File: config.mk
export PLATFORM = sky130hd
export DESIGN_NAME = uart_loader
export DESIGN_NICKNAME = d
export VERILOG_FILES = /design/src/rtl/uart_loader.sv
export SDC_FILE = /design/constraint.sdc
export NUM_CORES = 1
export LEC_CHECK = 0
export CORE_MARGIN = 2
export CORE_UTILIZATION = 45
export DETAILED_ROUTE_END_ITERATION = 7
export GPL_ROUTABILITY_DRIVEN = 0
export GPL_TIMING_DRIVEN = 0
export MAX_ROUTING_LAYER = met4
export PLACE_DENSITY = 0.66
export SLEW_MARGIN = 40
export SYNTH_ARGS = -nofsm -noshare
export SYNTH_HDL_FRONTEND = slang
export SYNTH_SLANG_ARGS = --single-unit
File: constraint.sdc
create_clock -name clk -period 1.9 [get_ports clk]
set_clock_uncertainty 0.15 [all_clocks]
set_input_delay 0.475 -clock clk [delete_from_list [all_inputs] [get_ports clk]]
set_output_delay 0.475 -clock clk [all_outputs]
set_load 0.02 [all_outputs]
File: src/rtl/uart_loader.sv
// uart_loader: parses a framed program image arriving as UART bytes
// (16-bit little-endian word count, little-endian 32-bit words, 8-bit
// additive checksum) and writes the words into instruction memory from
// word address 0 upward, holding the CPU stalled while the load runs.
//
// Handshake: a byte is taken only on the rising edge of rx_done_tick while
// load_en is high; rx_out is sampled in that same cycle. There is no
// back-pressure toward the receiver. mem_we is a one-cycle strobe and
// mem_addr/mem_wdata are valid in that cycle (they hold otherwise).
module uart_loader #(
    parameter int ADDR_W    = 10,
    parameter int MAX_WORDS = 1024,
    parameter int TIMEOUT   = 100000
) (
    input  logic              clk,
    input  logic              reset,
    input  logic              load_en,
    input  logic              rx_done_tick,
    input  logic [7:0]        rx_out,
    output logic              mem_we,
    output logic [ADDR_W-1:0] mem_addr,
    output logic [31:0]       mem_wdata,
    output logic              cpu_hold,
    output logic              load_done,
    output logic              load_err
);

    localparam int TW = $clog2(TIMEOUT + 1);

    typedef enum logic [1:0] {IDLE, LEN_HI, DATA, CSUM} state_t;

    state_t            state, state_next;
    logic              prev_tick;
    logic [7:0]        len_lo;
    logic [15:0]       len_n;
    logic [15:0]       word_idx;
    logic [1:0]        byte_idx;
    logic [23:0]       word_buf;
    logic [7:0]        sum;
    logic [TW-1:0]     tcnt;

    // Next values of the registered outputs
    logic              we_d, done_d, hold_d, err_d;
    logic [ADDR_W-1:0] addr_d;
    logic [31:0]       wdata_d;

    logic              accept;
    logic [15:0]       len_full;
    logic              len_bad;
    logic              last_byte;
    logic              last_word;
    logic              timeout_hit;

    assign accept      = rx_done_tick && !prev_tick && load_en;
    assign len_full    = {rx_out, len_lo};
    assign len_bad     = (len_full == 16'd0) || (32'(len_full) > MAX_WORDS);
    assign last_byte   = (byte_idx == 2'd3);
    assign last_word   = (word_idx == len_n - 16'd1);
    // An accepted byte in the expiry cycle wins over the timeout.
    assign timeout_hit = (state != IDLE) && !accept && (tcnt == TW'(TIMEOUT - 1));

    // FSM state register
    always_ff @(posedge clk or negedge reset) begin
        if (!reset) state <= IDLE;
        else        state <= state_next;
    end

    // FSM next-state logic
    always_comb begin
        state_next = state;
        if (timeout_hit) begin
            state_next = IDLE;
        end else if (accept) begin
            case (state)
                IDLE:    state_next = LEN_HI;
                LEN_HI:  state_next = len_bad ? IDLE : DATA;
                DATA:    state_next = (last_byte && last_word) ? CSUM : DATA;
                CSUM:    state_next = IDLE;
                default: state_next = IDLE;
            endcase
        end
    end

    // FSM output logic: next values for the registered outputs
    always_comb begin
        we_d    = 1'b0;
        done_d  = 1'b0;
        hold_d  = cpu_hold;
        err_d   = load_err;
        addr_d  = mem_addr;
        wdata_d = mem_wdata;
        if (timeout_hit) begin
            err_d  = 1'b1;
            hold_d = 1'b0;
        end else if (accept) begin
            case (state)
                IDLE: begin
                    err_d  = 1'b0;
                    hold_d = 1'b1;
                end
                LEN_HI: begin
                    if (len_bad) begin
                        err_d  = 1'b1;
                        hold_d = 1'b0;
                    end
                end
                DATA: begin
                    if (last_byte) begin
                        we_d    = 1'b1;
                        addr_d  = word_idx[ADDR_W-1:0];
                        wdata_d = {rx_out, word_buf};
                    end
                end
                CSUM: begin
                    hold_d = 1'b0;
                    if (rx_out == sum) done_d = 1'b1;
                    else               err_d  = 1'b1;
                end
                default: begin
                    hold_d = 1'b0;
                end
            endcase
        end
    end

    // Registered outputs
    always_ff @(posedge clk or negedge reset) begin
        if (!reset) begin
            mem_we    <= 1'b0;
            mem_addr  <= '0;
            mem_wdata <= '0;
            cpu_hold  <= 1'b0;
            load_done <= 1'b0;
            load_err  <= 1'b0;
        end else begin
            mem_we    <= we_d;
            mem_addr  <= addr_d;
            mem_wdata <= wdata_d;
            cpu_hold  <= hold_d;
            load_done <= done_d;
            load_err  <= err_d;
        end
    end

    // Datapath: edge detect, inactivity counter, length, word assembly, checksum
    always_ff @(posedge clk or negedge reset) begin
        if (!reset) begin
            prev_tick <= 1'b0;
            tcnt      <= '0;
            len_lo    <= '0;
            len_n     <= '0;
            word_idx  <= '0;
            byte_idx  <= '0;
            word_buf  <= '0;
            sum       <= '0;
        end else begin
            prev_tick <= rx_done_tick;
            if (state == IDLE || accept || timeout_hit) tcnt <= '0;
            else                                        tcnt <= tcnt + 1'b1;
            if (accept && !timeout_hit) begin
                case (state)
                    IDLE: begin
                        len_lo   <= rx_out;
                        word_idx <= '0;
                        sum      <= '0;
                    end
                    LEN_HI: begin
                        len_n    <= len_full;
                        byte_idx <= '0;
                    end
                    DATA: begin
                        sum      <= sum + rx_out;
                        byte_idx <= byte_idx + 2'd1;
                        word_buf <= {rx_out, word_buf[23:8]};
                        if (last_byte) word_idx <= word_idx + 16'd1;
                    end
                    default: begin
                    end
                endcase
            end
        end
    end

endmodule

After elaboration in Yosys (flattened, before gate mapping)
Cells that the tools add are included.
- bits in registers: 140
- latch bits: 0
- bits in writable memories: 0
- bits in read-only memories: 0
- input port bits: 12
- output and inout bits: 46
- word-level logic and storage cells: 87
- memories: 0
- $add $sub $neg: 5
- $mul: 0
- div/mod/pow operators: 0
- order comparisons: 1
- eq/ne operators: 10
- shift operators: 0
- mux-type cells: 27
- bitwise gates (word level): 1
- reduce and logical (&&, ||, !) cells: 28
- operator list (operator ; number):
    $pmux W16 S2 ; 1
    $add A17 B1 Y17 const B ; 1
    $eq A17 B17 Y1 const B ; 1
    $mux W17 ; 1
    $add A16 B1 Y16 const B ; 1
    $eq A16 B16 Y1 ; 1
    $gt A16 B11 Y1 const B ; 1
    $logic_not A16 Y1 ; 1
    $mux W1 ; 16
    $mux W16 ; 1
    $pmux W8 S2 ; 1
    $sub A16 B1 Y16 const B ; 1
    $reduce_and A2 Y1 ; 5
    $add A8 B8 Y8 ; 1
    $eq A8 B8 Y1 ; 1
    $pmux W2 S4 ; 1
    $reduce_and A4 Y1 ; 2
    $reduce_bool A2 Y1 ; 4
    $eq A2 B2 Y1 const B ; 3
    $logic_and A1 B1 Y1 ; 6
    $mux W2 ; 3
    $ne A3 B3 Y1 const B ; 2
    $pmux W1 S3 ; 2
    $reduce_and A3 Y1 ; 2
    9 further kinds ; 13

Longest topological paths before layout
Gate-level depths: netlist of the first run.
- depth after elaboration: 9
- gate-level depth with buffers: 8
- depth with buffers taken out: 8

Worst setup path after synthesis of the first run
OpenSTA, ideal clock, no wires.
- path type: in2reg
- start point: input rx_out[0]
- end point: register sum[6]
- data arrival time: 1.867 ns
- required time: 1.613 ns
- setup slack: -0.254 ns
- stages on the path: 8
- cell sequence: ha_1 fa_1 a21o_1 a21oi_1 o21bai_1 a21oi_1 xor2_1 o21ai_0
- cells in the longest elaborated chain, start to end: 2
- ends and longest elaborated chain (what ; line ; RTL):
    start: declaration ; 19 ; input logic [7:0] rx_out,
    $add A8 B8 Y8 ; 172 ; sum <= sum + rx_out;
    $pmux W8 S2 ; 161 ; case (state)
    end signal: assignment ; 172 ;
    end: declaration ; 39 ; logic [7:0] sum;
No other way between the ends.
A chain may end at the register's enable or synchronous reset.

Worst setup path in the final report of the first run
- start point: register len_n[2]
- end point: register state[0]
- cells in the longest elaborated chain, start to end: 7
- ends and longest elaborated chain (what ; line ; RTL):
    start: declaration ; 35 ; logic [15:0] len_n;
    start signal: assignment ; 168 ; len_n <= len_full;
    $sub A16 B1 Y16 ; 58 ; assign last_word = (word_idx == len_n - 16'd1);
    $eq A16 B16 Y1 ; 58 ;
    $logic_and A1 B1 Y1 ; 77 ; DATA: state_next = (last_byte && last_word) ? CSUM : DATA;
    $mux W1 ; 77 ;
    $pmux W2 S4 ; 74 ; case (state)
    $mux W2 ; 73 ; end else if (accept) begin
    $mux W2 ; 71 ; if (timeout_hit) begin
    end signal: assignment ; 65 ; else state <= state_next;
    end: declaration ; 32 ; state_t state, state_next;
No other way between the ends. The select of a mux whose other input is x is not followed.

==> results of run 1 <==
## sequential cells by signal (all words and copies together), names as in the netlist
signal,flops
sum,8
mem_addr,10
load_done,1
tcnt,17
byte_idx,2
state,2
len_n,16
cpu_hold,1
len_lo,8
load_err,1
word_idx,16
word_buf,24
prev_tick,1
mem_wdata,32
mem_we,1
## report_power, final
part           switching [W]  internal [W]
Sequential          0.000327       0.00326
Combinational       0.000791      0.000872
Clock                0.00134       0.00227
Total                0.00246       0.00640
## layout by cell type, fill, tap and decap left out, types with 5 or more instances in the layout
master         count
buf_4             35
dfrtp_1          136
dlygate4sd2_1     52
and3_1             5
ha_4               9
o21ai_0           10
nor3_1             7
xnor2_1           22
xor2_1            29
ha_1               6
mux2_2            86
nand3_1            7
buf_6              8
nand2_1           31
inv_1              7
a21oi_1            6
and2_1             5
mux2i_1            7
nor2_1            42
nand4_1            9
clkbuf_16         21
## final cells by class
class | instances | area (um2)
inverters | 9 | 36.28
flip-flops and latches | 140 | 3508
clock buffers | 19 | 442.9
plain buffers | 15 | 161.4
repair buffers | 103 | 1011
multi-input cells | 367 | 3229
clock inverters | 13 | 202.7
fillers | 1101 | 5171
well taps | 180 | 225.2
## layer usage
metal	share of wire, %	global-route usage [%]	vias up
met5	0	-	-
met4	1.1	7.935	0
met3	2.9	4.075	14
met2	52	34.27	69
met1	44	26.29	2314
li1	-	-	2120
## cells in the mapped netlist, types with 3 or more instances
| master | number | area [um2] |
|---|---|---|
| xor2_1 | 30 | 262.8 |
| nand2b_1 | 3 | 18.77 |
| ha_1 | 15 | 187.7 |
| and3_1 | 8 | 50.05 |
| or3_1 | 4 | 25.02 |
| dfrtp_1 | 140 | 3503 |
| buf_2 | 6 | 30.03 |
| nor4_1 | 5 | 31.28 |
| nor3_1 | 9 | 45.04 |
| clkbuf_1 | 11 | 41.29 |
| nor2_1 | 46 | 172.7 |
| nand4b_1 | 3 | 26.28 |
| nor2b_1 | 3 | 18.77 |
| nand3_1 | 8 | 40.04 |
| mux2_2 | 90 | 1013 |
| nand2_1 | 35 | 131.4 |
| o21ai_0 | 15 | 75.07 |
| inv_1 | 9 | 33.78 |
| nand4_1 | 9 | 56.30 |
| and4_1 | 5 | 43.79 |
| and2_1 | 7 | 43.79 |
| mux2i_1 | 7 | 70.07 |
| a21oi_1 | 11 | 55.05 |
| xnor2_1 | 24 | 210.2 |
## metrics by stage
stage                     setup slack, ps  cells  hold slack, ps
after floorplan                    -113.0    533           29.41
after global placement              -5213    770           285.7
after detailed placement            -1041    772           248.9
after CTS                          -339.7    826           137.7
after global routing               -503.3    846           162.7
final                              -396.0    846           154.0
## timing repair
action                                  4_1_cts  5_1_grt
pin swaps                                    18       26
hold endpoints to repair                     45        0
buffers inserted                             22       18
gates cloned                                  0        4
hold buffers                                  1        0
endpoints found under the setup margin      166      103
resized for setup                           135       46
## path summary, 6_finish.rpt
kind	from	end
max	len_n[2]	state[0]
min	rx_done_tick	prev_tick
max reg2reg	len_n[2]	state[0]
min reg2reg	sum[4]	sum[4]
max in group asynchronous	reset	sum[1]
min in group asynchronous	reset	word_idx[13]
## worst max-delay path, stage by stage, from the launching register on
cell and delay [ps]:
dfrtp_2 430, nor4_4 350, nand2_2 120, nor4bb_2 320
xnor2_1 180, nand4_1 180, o41ai_4 430
## cells by family after synthesis
logic type      after synthesis
fa+ha+maj                    16
buf+inv                      26
xor+xnor                     54
simple gates                156
compound gates               44
mux                          97
flops                       140
==> out/results.ini, run 1 <==
[status]
status = finished, violations left
violations = setup timing

[clock_network]
insertion_delay_ps = 420
clock_path_buffers = 2
cts-buffers-inserted = 17
cts_tree = yes
htreeDepth = 4
clk_pin_slew_ps = 60
cts-root-buf = clkbuf_16
clkSinkCount = 140

[setup_path]
rr_worst_depth = 6
cp_data_arrival_time_ps = 2440
cp-start-kind = register
r2r_slack_ps = -400
required_ps = 2050
critPathKind = register to register
cp-end-kind = register
cp_max_fo = 3

[routing]
drt_iter0_drc = 212
wl_per_cell_um = 17.50
first_pass_iters = 4
drcViolationCount = 0
viasPerCell = 5.339
totalWireLength_um = 14810
ant_nets = 0
via_count = 4517

[layout]
fin_nets = 681
stdcell_area_um2 = 8817
drive_gt1_share_pct = 36.64
fin_util_pct = 63.03
antennaDiodeCount = 0
area_growth_pct = 36.15

[floorplanning]
die_w_um = 124.0
die_h_um = 124.0
fp.coreArea_um2 = 13990
initial_core_util_pct = 46.30
boundaryPins = 58
fp-row-count = 43
die-area_um2 = 15370

[sta]
rsz0062_at_grt = yes
setup_ws_ps = -396.0
period_minus_slack_ps = 2296
fmax_mhz = 435.5
hold_viol_final = 0
maxSlewHeadroom_pct = 69.88
setup_viol = 17
setup_tns_ps = -1942
tightest_slew_ps = 451.7
min_period_over_period_pct = 120.8
slew_viol_final = 0

[pwr]
p_leak_nw = 4.289
ir_drop_mv = 0.6435
power_density_nw_per_um2 = 1005
finalPower_w = 0.008864

[logic_synthesis]
synthArstFlopShare_pct = 100.0
syn_area_um2 = 6476
synth.distinct_cells = 48
synthAdderAreaFrac_pct = 3.207
yosys_warnings = 0
ys_ff_latch = 140
synth-compound-area-share_pct = 4.386
yosysSeqAreaShare_pct = 54.10
synth_edf_count = 0
muxShareOfSynthArea_pct = 16.73
yosys.area_share.simple_pct = 12.65
syn_inst = 533
synth_top_family_by_area = multiplexers
synthFlopType = dfrtp_1
synth.avg_cell_area_um2 = 12.15
synthesis.nets = 561
synth_xor_area_share_pct = 7.303

[placed_design]
io_buffers = 57
hpwlAfterDp_um = 9429
placed_cell_area_um2 = 7416

[global_route]
overflow = 0
grt_pass1_wl_um = 23810
antenna_found_initial = 0
grt_max_degree = 49
grt_pass1_vias = 4671
gr-usage-all-layers_pct = 21.07

[hold_path]
hold_path.class = input port to register
whs_path_depth = 1

[job]
drv_cap = 0

Power figures use the tool's default switching activity.
==> inputs of run 2 (changes only) <==
--- a/config.mk
+++ b/config.mk
@@ -8,10 +8,11 @@
 export CORE_MARGIN = 2
 export CORE_UTILIZATION = 45
 export DETAILED_ROUTE_END_ITERATION = 7
+export DONT_BUFFER_PORTS = 1
 export GPL_ROUTABILITY_DRIVEN = 0
 export GPL_TIMING_DRIVEN = 0
 export MAX_ROUTING_LAYER = met4
-export PLACE_DENSITY = 0.66
+export PLACE_DENSITY = 0.61
 export SLEW_MARGIN = 40
 export SYNTH_ARGS = -nofsm -noshare
 export SYNTH_HDL_FRONTEND = slang
==> run 2 against run 1 <==
Against the previous run: die area unchanged; wire length shrank 7.0%; worst hold slack lost 560 ps; first-iteration DRC count shrank 23%; cell count fell by 7.3%; non-clock buffer count down 62; critical endpoint unchanged; core utilization shrank 4.1 points; sequential share of layout area increased by 2.8 points; clock power down 11%; flip-flop and latch count unchanged; sequential power barely moved; largest power group is now sequential cells; global-route usage shrank 1.5 points; the run ends with hold timing, setup timing left.
==> out/results.ini, run 2 (synthesis gave the netlist of run 1 again) <==
[status]
status = finished, violations left  ; unchanged
violations = hold timing, setup timing  ; was setup timing

[global_route]
grt_pass1_wl_um = 21980  ; was 23810 um
grt_pass1_vias = 4136  ; was 4671
grt_max_degree = 141  ; was 49
gr-usage-met3_pct = 5.128  ; was 4.075%
grt_util_met2_pct = 29.29  ; was 34.27%
busiest_layer = met2  ; unchanged
overflow = 0  ; unchanged
met1_usage_pct = 25.67  ; was 26.29%
gr-usage-all-layers_pct = 19.57  ; was 21.07%
antenna_found_initial = 0  ; unchanged

[sta]
min_period_over_period_pct = 116.2  ; was 120.8%
rsz0062_at_grt = yes  ; unchanged
setup_tns_ps = -1359  ; was -1942 ps
tightest_slew_ps = 428.0  ; was 451.7 ps
fmax_mhz = 453.0  ; was 435.5 MHz
hold_viol_final = 140  ; was 0
maxSlewHeadroom_pct = 71.46  ; was 69.88%
holdWs_ps = -404.6  ; was 154.0 ps
setup_viol = 26  ; was 17
period_minus_slack_ps = 2208  ; was 2296 ps
slew_viol_final = 0  ; unchanged
setup_ws_ps = -307.6  ; was -396.0 ps

[setup_path]
critPathKind = register to register  ; unchanged
critical-path-slowest-cell = dfrtp_2  ; unchanged
cp-start-kind = register  ; unchanged
required_ps = 2050  ; about the same
crit_buf_inv = 1  ; was 0
critical_path.most_common_cell = mux2i_1
slowest_delay_ps = 420  ; was 430 ps
cp-end-kind = register  ; unchanged
cp_data_arrival_time_ps = 2350  ; was 2440 ps
worstPathCellList = nor4_4 -> buf_4 -> nand4b_1 -> mux2i_1 -> mux2i_1 -> a21oi_2 -> o41ai_4  ; was nor4_4 -> nand2_2 -> nor4bb_2 -> xnor2_1 -> nand4_1 -> o41ai_4
critPathTopFamily = compound AO/OA/AOI/OAI gates  ; was simple AND/OR/NAND/NOR gates
cp_max_fo = 3  ; unchanged

[routing]
viasPerCell = 5.390  ; was 5.339
ant_nets = 0  ; unchanged
drt_iter0_drc = 164  ; was 212
via_count = 4226  ; was 4517
totalWireLength_um = 13770  ; was 14810 um
wl_per_cell_um = 17.56  ; was 17.50 um
drcViolationCount = 0  ; unchanged
first_pass_iters = 5  ; was 4

[clock_network]
cts_tree = yes  ; unchanged
cts-buffers-inserted = 17  ; unchanged
ctsHoldBuffers = 1  ; unchanged
clkSinkCount = 140  ; unchanged
cts-root-buf = clkbuf_16  ; unchanged
clk_pin_slew_ps = 60  ; about the same
htreeDepth = 4  ; unchanged
clock_path_buffers = 2  ; unchanged
insertion_delay_ps = 420  ; about the same

[placed_design]
dp_cells = 713  ; was 772
io_buffers = 0  ; was 57
hpwlAfterDp_um = 8616  ; was 9429 um
pre_cts_slack_ps = -471.0  ; was -1041 ps

[pwr]
pwr-share-comb_pct = 16.4  ; was 18.8%
p_sw_w = 0.002273  ; was 0.002463 W
finalPower_w = 0.008154  ; was 0.008864 W
ir_drop_mv = 0.7001  ; was 0.6435 mV
cellInternalPower_w = 0.005881  ; was 0.006401 W
swShare_pct = 27.87  ; was 27.78%
power_density_nw_per_um2 = 989.3  ; was 1005 nW/um2
p_leak_nw = 3.809  ; was 4.289 nW
seq_power_share_pct = 44.2  ; was 40.4%
power_frac_clock_pct = 39.4  ; was 40.8%

[hold_path]
hold_path.class = input port to asynchronous set/reset pin  ; was input port to register

[layout]
drive_gt1_share_pct = 38.25  ; was 36.64%
largest_reg_flops = 32  ; unchanged
reg_top3 = mem_wdata x32, word_buf x24, tcnt x17  ; unchanged
final_common_cell = dfrtp_1  ; unchanged
largest_register = mem_wdata  ; unchanged
fin_nets = 619  ; was 681
final_cell_mix = dfrtp_1, mux2_2, nor2_1  ; was dfrtp_1, mux2_2, dlygate4sd2_1
finalNonFillerCells = 784  ; was 846
fin_util_pct = 58.92  ; was 63.03%
num-fill-cells = 1118  ; was 1101
area_growth_pct = 27.26  ; was 36.15%
antennaDiodeCount = 0  ; unchanged

[floorplanning]
boundaryPins = 58  ; unchanged
die_w_um = 124.0  ; unchanged
die-area_um2 = 15370  ; unchanged
die_h_um = 124.0  ; unchanged
initial_core_util_pct = 46.30  ; unchanged
fp.coreArea_um2 = 13990  ; unchanged
fp-row-count = 43  ; unchanged

[job]
drv_cap = 0  ; unchanged

-- run 2: power by group through the flow --
stage / Sequential (W) / Clock [W] / Combinational (W)
after detailed placement: 0.00367 / 0 / 0.00100
final: 0.00360 / 0.00321 / 0.00134
after global placement: 0.00366 / 0 / 0.000970
after CTS: 0.00360 / 0.00328 / 0.00125
after floorplan: 0.00357 / 0 / 0.000864
after global routing: 0.00364 / 0.00344 / 0.00147
-- run 2: per-stage QoR --
step | cell area [um2] | hold slack [ps]
final | 8242 | -404.6
after global routing | 8242 | -421.0
after CTS | 8004 | -419.4
after detailed placement | 6785 | 34.92
after floorplan | 6560 | 29.41
after global placement | 6785 | 36.87
-- run 2: area by class of cell --
| class | instances | area [um2] | share of cell area (%) |
|---|---|---|---|
| buffer | 12 | 143.9 | 1.746 |
| clock buffer | 20 | 446.7 | 5.420 |
| clock inverter | 12 | 126.4 | 1.533 |
| inverter | 9 | 33.78 | 0.4099 |
| multi-input combinational | 367 | 3299 | 40.03 |
| sequential | 140 | 3510 | 42.58 |
| tap | 180 | 225.2 | 2.733 |
| timing repair buffer | 44 | 456.7 | 5.541 |
-- run 2: metal layers --
metal | vias up | wire, um
li1 | 2005 | -
met1 | 2136 | 6358
met2 | 68 | 6569
met3 | 17 | 637
met4 | 0 | 200
met5 | - | 0
-- run 2: timing repair --
action                     4_1_cts  5_1_grt
gates resized for setup        104       45
hold endpoints to repair       141      140
pin swaps                       15       19
gates cloned                     3        1
buffers inserted                21       20
setup endpoints to repair      121       97
-- run 2: final timing paths --
| check | start | to | slack [ps] | cells after the start |
|---|---|---|---|---|
| min reg2reg | byte_idx[1] | byte_idx[1] | 340 | 2 |
| max reg2reg | len_n[3] | state[0] | -310 | 7 |
| min in group clk | rx_out[4] | word_buf[20] | 50 | 1 |
| max in group asynchronous | reset | tcnt[5] | 1830 | 0 |
| min | reset | word_idx[9] | -400 | 0 |
| max | len_n[3] | state[0] | -310 | 7 |
-- run 2: worst reg2reg max path, cell delays in order, from the launching register on --
cell and delay (ps):
dfrtp_2 420, nor4_4 290, buf_4 170, nand4b_1 200, mux2i_1 180, mux2i_1 170
a21oi_2 100, o41ai_4 400
==> inputs of run 3 (changes only) <==
--- a/config.mk
+++ b/config.mk
@@ -5,7 +5,6 @@
 export SDC_FILE = /design/constraint.sdc
 export NUM_CORES = 1
 export LEC_CHECK = 0
-export CORE_MARGIN = 2
 export CORE_UTILIZATION = 45
 export DETAILED_ROUTE_END_ITERATION = 7
 export DONT_BUFFER_PORTS = 1
==> run 3 against run 2 <==
Against the previous run: the flow still finishes with violations (hold timing, setup timing); count of clock-buffer cells in the layout fell by 2; sequential share of layout area rose by 1.7 points; critical path depth did not move; register-to-register slack got worse by 70 ps; first-iteration DRC count rose by 32%; non-clock buffer count fell by 13; worst setup slack got worse by 70 ps; die area fell by 3.2%; sequential power barely moved; via count fell by 2.0%; flip-flop and latch count did not move; core utilization fell by 1.9 points; critical endpoint unchanged; largest cell class unchanged.
==> out/results.ini, run 3 (synthesis gave the netlist of run 1 again) <==
[status]
status = finished, violations left  ; unchanged
violations = hold timing, setup timing  ; unchanged

[floorplanning]
initial_core_util_pct = 46.48  ; was 46.30%
die_h_um = 122.0  ; was 124.0 um
fp.coreArea_um2 = 13930  ; was 13990 um2
boundaryPins = 58  ; unchanged
die_w_um = 122.0  ; was 124.0 um
die-area_um2 = 14880  ; was 15370 um2
fp-row-count = 43  ; unchanged

[clock_network]
insertion_delay_ps = 420  ; about the same
clkSinkCount = 140  ; unchanged
clock_path_buffers = 2  ; unchanged
clk_pin_slew_ps = 60  ; about the same
htreeDepth = 4  ; unchanged
cts-buffers-inserted = 17  ; unchanged
cts-root-buf = clkbuf_16  ; unchanged
ctsHoldBuffers = 1  ; unchanged
cts_tree = yes  ; unchanged

[layout]
largest_register = mem_wdata  ; unchanged
final_common_cell = dfrtp_1  ; unchanged
stdcell_area_um2 = 7939  ; was 8242 um2
fin_util_pct = 56.97  ; was 58.92%
antennaDiodeCount = 0  ; unchanged
drive_gt1_share_pct = 37.12  ; was 38.25%
final_cell_mix = dfrtp_1, mux2_2, nor2_1  ; unchanged
fin_nets = 606  ; was 619
area_growth_pct = 22.58  ; was 27.26%
largest_reg_flops = 32  ; unchanged
reg_top3 = mem_wdata x32, word_buf x24, tcnt x17  ; unchanged

[routing]
viasPerCell = 5.377  ; was 5.390
first_pass_iters = 4  ; was 5
drcViolationCount = 0  ; unchanged
wl_per_cell_um = 17.79  ; was 17.56 um
ant_nets = 0  ; unchanged
drt_iter0_drc = 217  ; was 164
via_count = 4140  ; was 4226
totalWireLength_um = 13700  ; was 13770 um

[sta]
holdWs_ps = -400.7  ; was -404.6 ps
slew_viol_final = 0  ; unchanged
hold_viol_final = 140  ; unchanged
maxSlewHeadroom_pct = 70.38  ; was 71.46%
setup_ws_ps = -377.8  ; was -307.6 ps
period_minus_slack_ps = 2278  ; was 2208 ps
fmax_mhz = 439.0  ; was 453.0 MHz
setup_viol = 8  ; was 26
setup_tns_ps = -1045  ; was -1359 ps
rsz0062_at_grt = yes  ; unchanged
tightest_slew_ps = 444.2  ; was 428.0 ps
min_period_over_period_pct = 119.9  ; was 116.2%

[global_route]
gr-usage-all-layers_pct = 20.66  ; was 19.57%
grt_pass1_wl_um = 22600  ; was 21980 um
grt_max_degree = 141  ; unchanged
overflow = 0  ; unchanged
grt_util_met2_pct = 32.70  ; was 29.29%
busiest_layer = met2  ; unchanged
grt_pass1_vias = 4313  ; was 4136
antenna_found_initial = 0  ; unchanged
met1_usage_pct = 25.89  ; was 25.67%
gr-usage-met3_pct = 4.448  ; was 5.128%

[hold_path]
hold_path.class = input port to asynchronous set/reset pin  ; unchanged

[setup_path]
critical-path-slowest-cell = dfrtp_2  ; unchanged
cp_max_fo = 3  ; unchanged
cp_data_arrival_time_ps = 2410  ; was 2350 ps
slowest_delay_ps = 420  ; about the same
required_ps = 2040  ; was 2050 ps
worstPathCellList = nor4_4 -> buf_4 -> nand3_2 -> or3_4 -> nor3_2 -> a31oi_2 -> o41ai_2  ; was nor4_4 -> buf_4 -> nand4b_1 -> mux2i_1 -> mux2i_1 -> a21oi_2 -> o41ai_4
cp-end-kind = register  ; unchanged
critPathKind = register to register  ; unchanged
cp-start-kind = register  ; unchanged

[job]
drv_cap = 0  ; unchanged

[pwr]
p_leak_nw = 3.694  ; was 3.809 nW
ir_drop_mv = 0.5292  ; was 0.7001 mV
power_density_nw_per_um2 = 1045  ; was 989.3 nW/um2

[placed_design]
placed_cell_area_um2 = 6785  ; unchanged
io_buffers = 0  ; unchanged
hpwlAfterDp_um = 8877  ; was 8616 um
pre_cts_slack_ps = -492.0  ; was -471.0 ps

run 3: cell types whose count changed in the layout (fill, tap and decap cells not counted), moves of 3 or more:
cell      delta
mux2_2      +33
mux2_4      -33
buf_4        -3
buf_8        -3
clkbuf_8     -3
run 3: final cells by class:
cell class	count	area, um2
fill	1150	5996
clock buffer	18	439.2
inverter	9	36.28
tap	180	225.2
buffer	15	171.4
multi-input combinational	367	3168
timing repair buffer	28	232.7
clock inverter	13	153.9
sequential	140	3512
run 3: stage by stage:
stage	power [W]	hold WS, ps	std cells
detailed placement	0.004679	36.77	713
floorplan	0.004435	29.41	533
CTS	0.008246	-414.7	759
global route	0.008684	-419.7	770
finish	0.008293	-400.7	770
global placement	0.004628	36.59	713
run 3: worst paths after layout:
| path | from | end | slack (ps) | cells after the start |
|---|---|---|---|---|
| worst min register to register | sum[5] | sum[5] | 340 | 2 |
| min in group clk | rx_out[7] | len_lo[7] | 50 | 1 |
| max in group asynchronous | reset | state[1] | 1720 | 0 |
| worst min-delay path | reset | word_idx[10] | -400 | 0 |
| worst max register to register | len_n[2] | state[0] | -380 | 7 |
| worst max-delay path | len_n[2] | state[0] | -380 | 7 |
run 3: timing repair:
item | 4_1_cts | 5_1_grt
endpoints found under the hold margin | 141 | 140
pin swaps | 12 | 14
resized for setup | 57 | 46
endpoints found under the setup margin | 114 | 82
setup buffers | 15 | 12
run 3: power by group:
part	internal (W)	switching (W)	leakage, nW	total (W)
clock	0.00199	0.00133	0.290	0.00333
sequential	0.00326	0.000341	1.89	0.00360
combinational	0.000765	0.000603	1.52	0.00137
total	0.00602	0.00228	3.69	0.00829
run 3: routing by layer:
metal / vias to the layer above / part of all wire, %
li1: 1972 / -
met1: 2099 / 44
met2: 52 / 51
met3: 17 / 3.4
met4: 0 / 1.5
met5: - / 0
run 3: critical path, delay by kind of cell (launching register included):
family,cells,cell delay [ps]
buffers and inverters,1,180
and+or+nand+nor,4,930
DFF,1,420
AOI/OAI and AO/OA,2,460
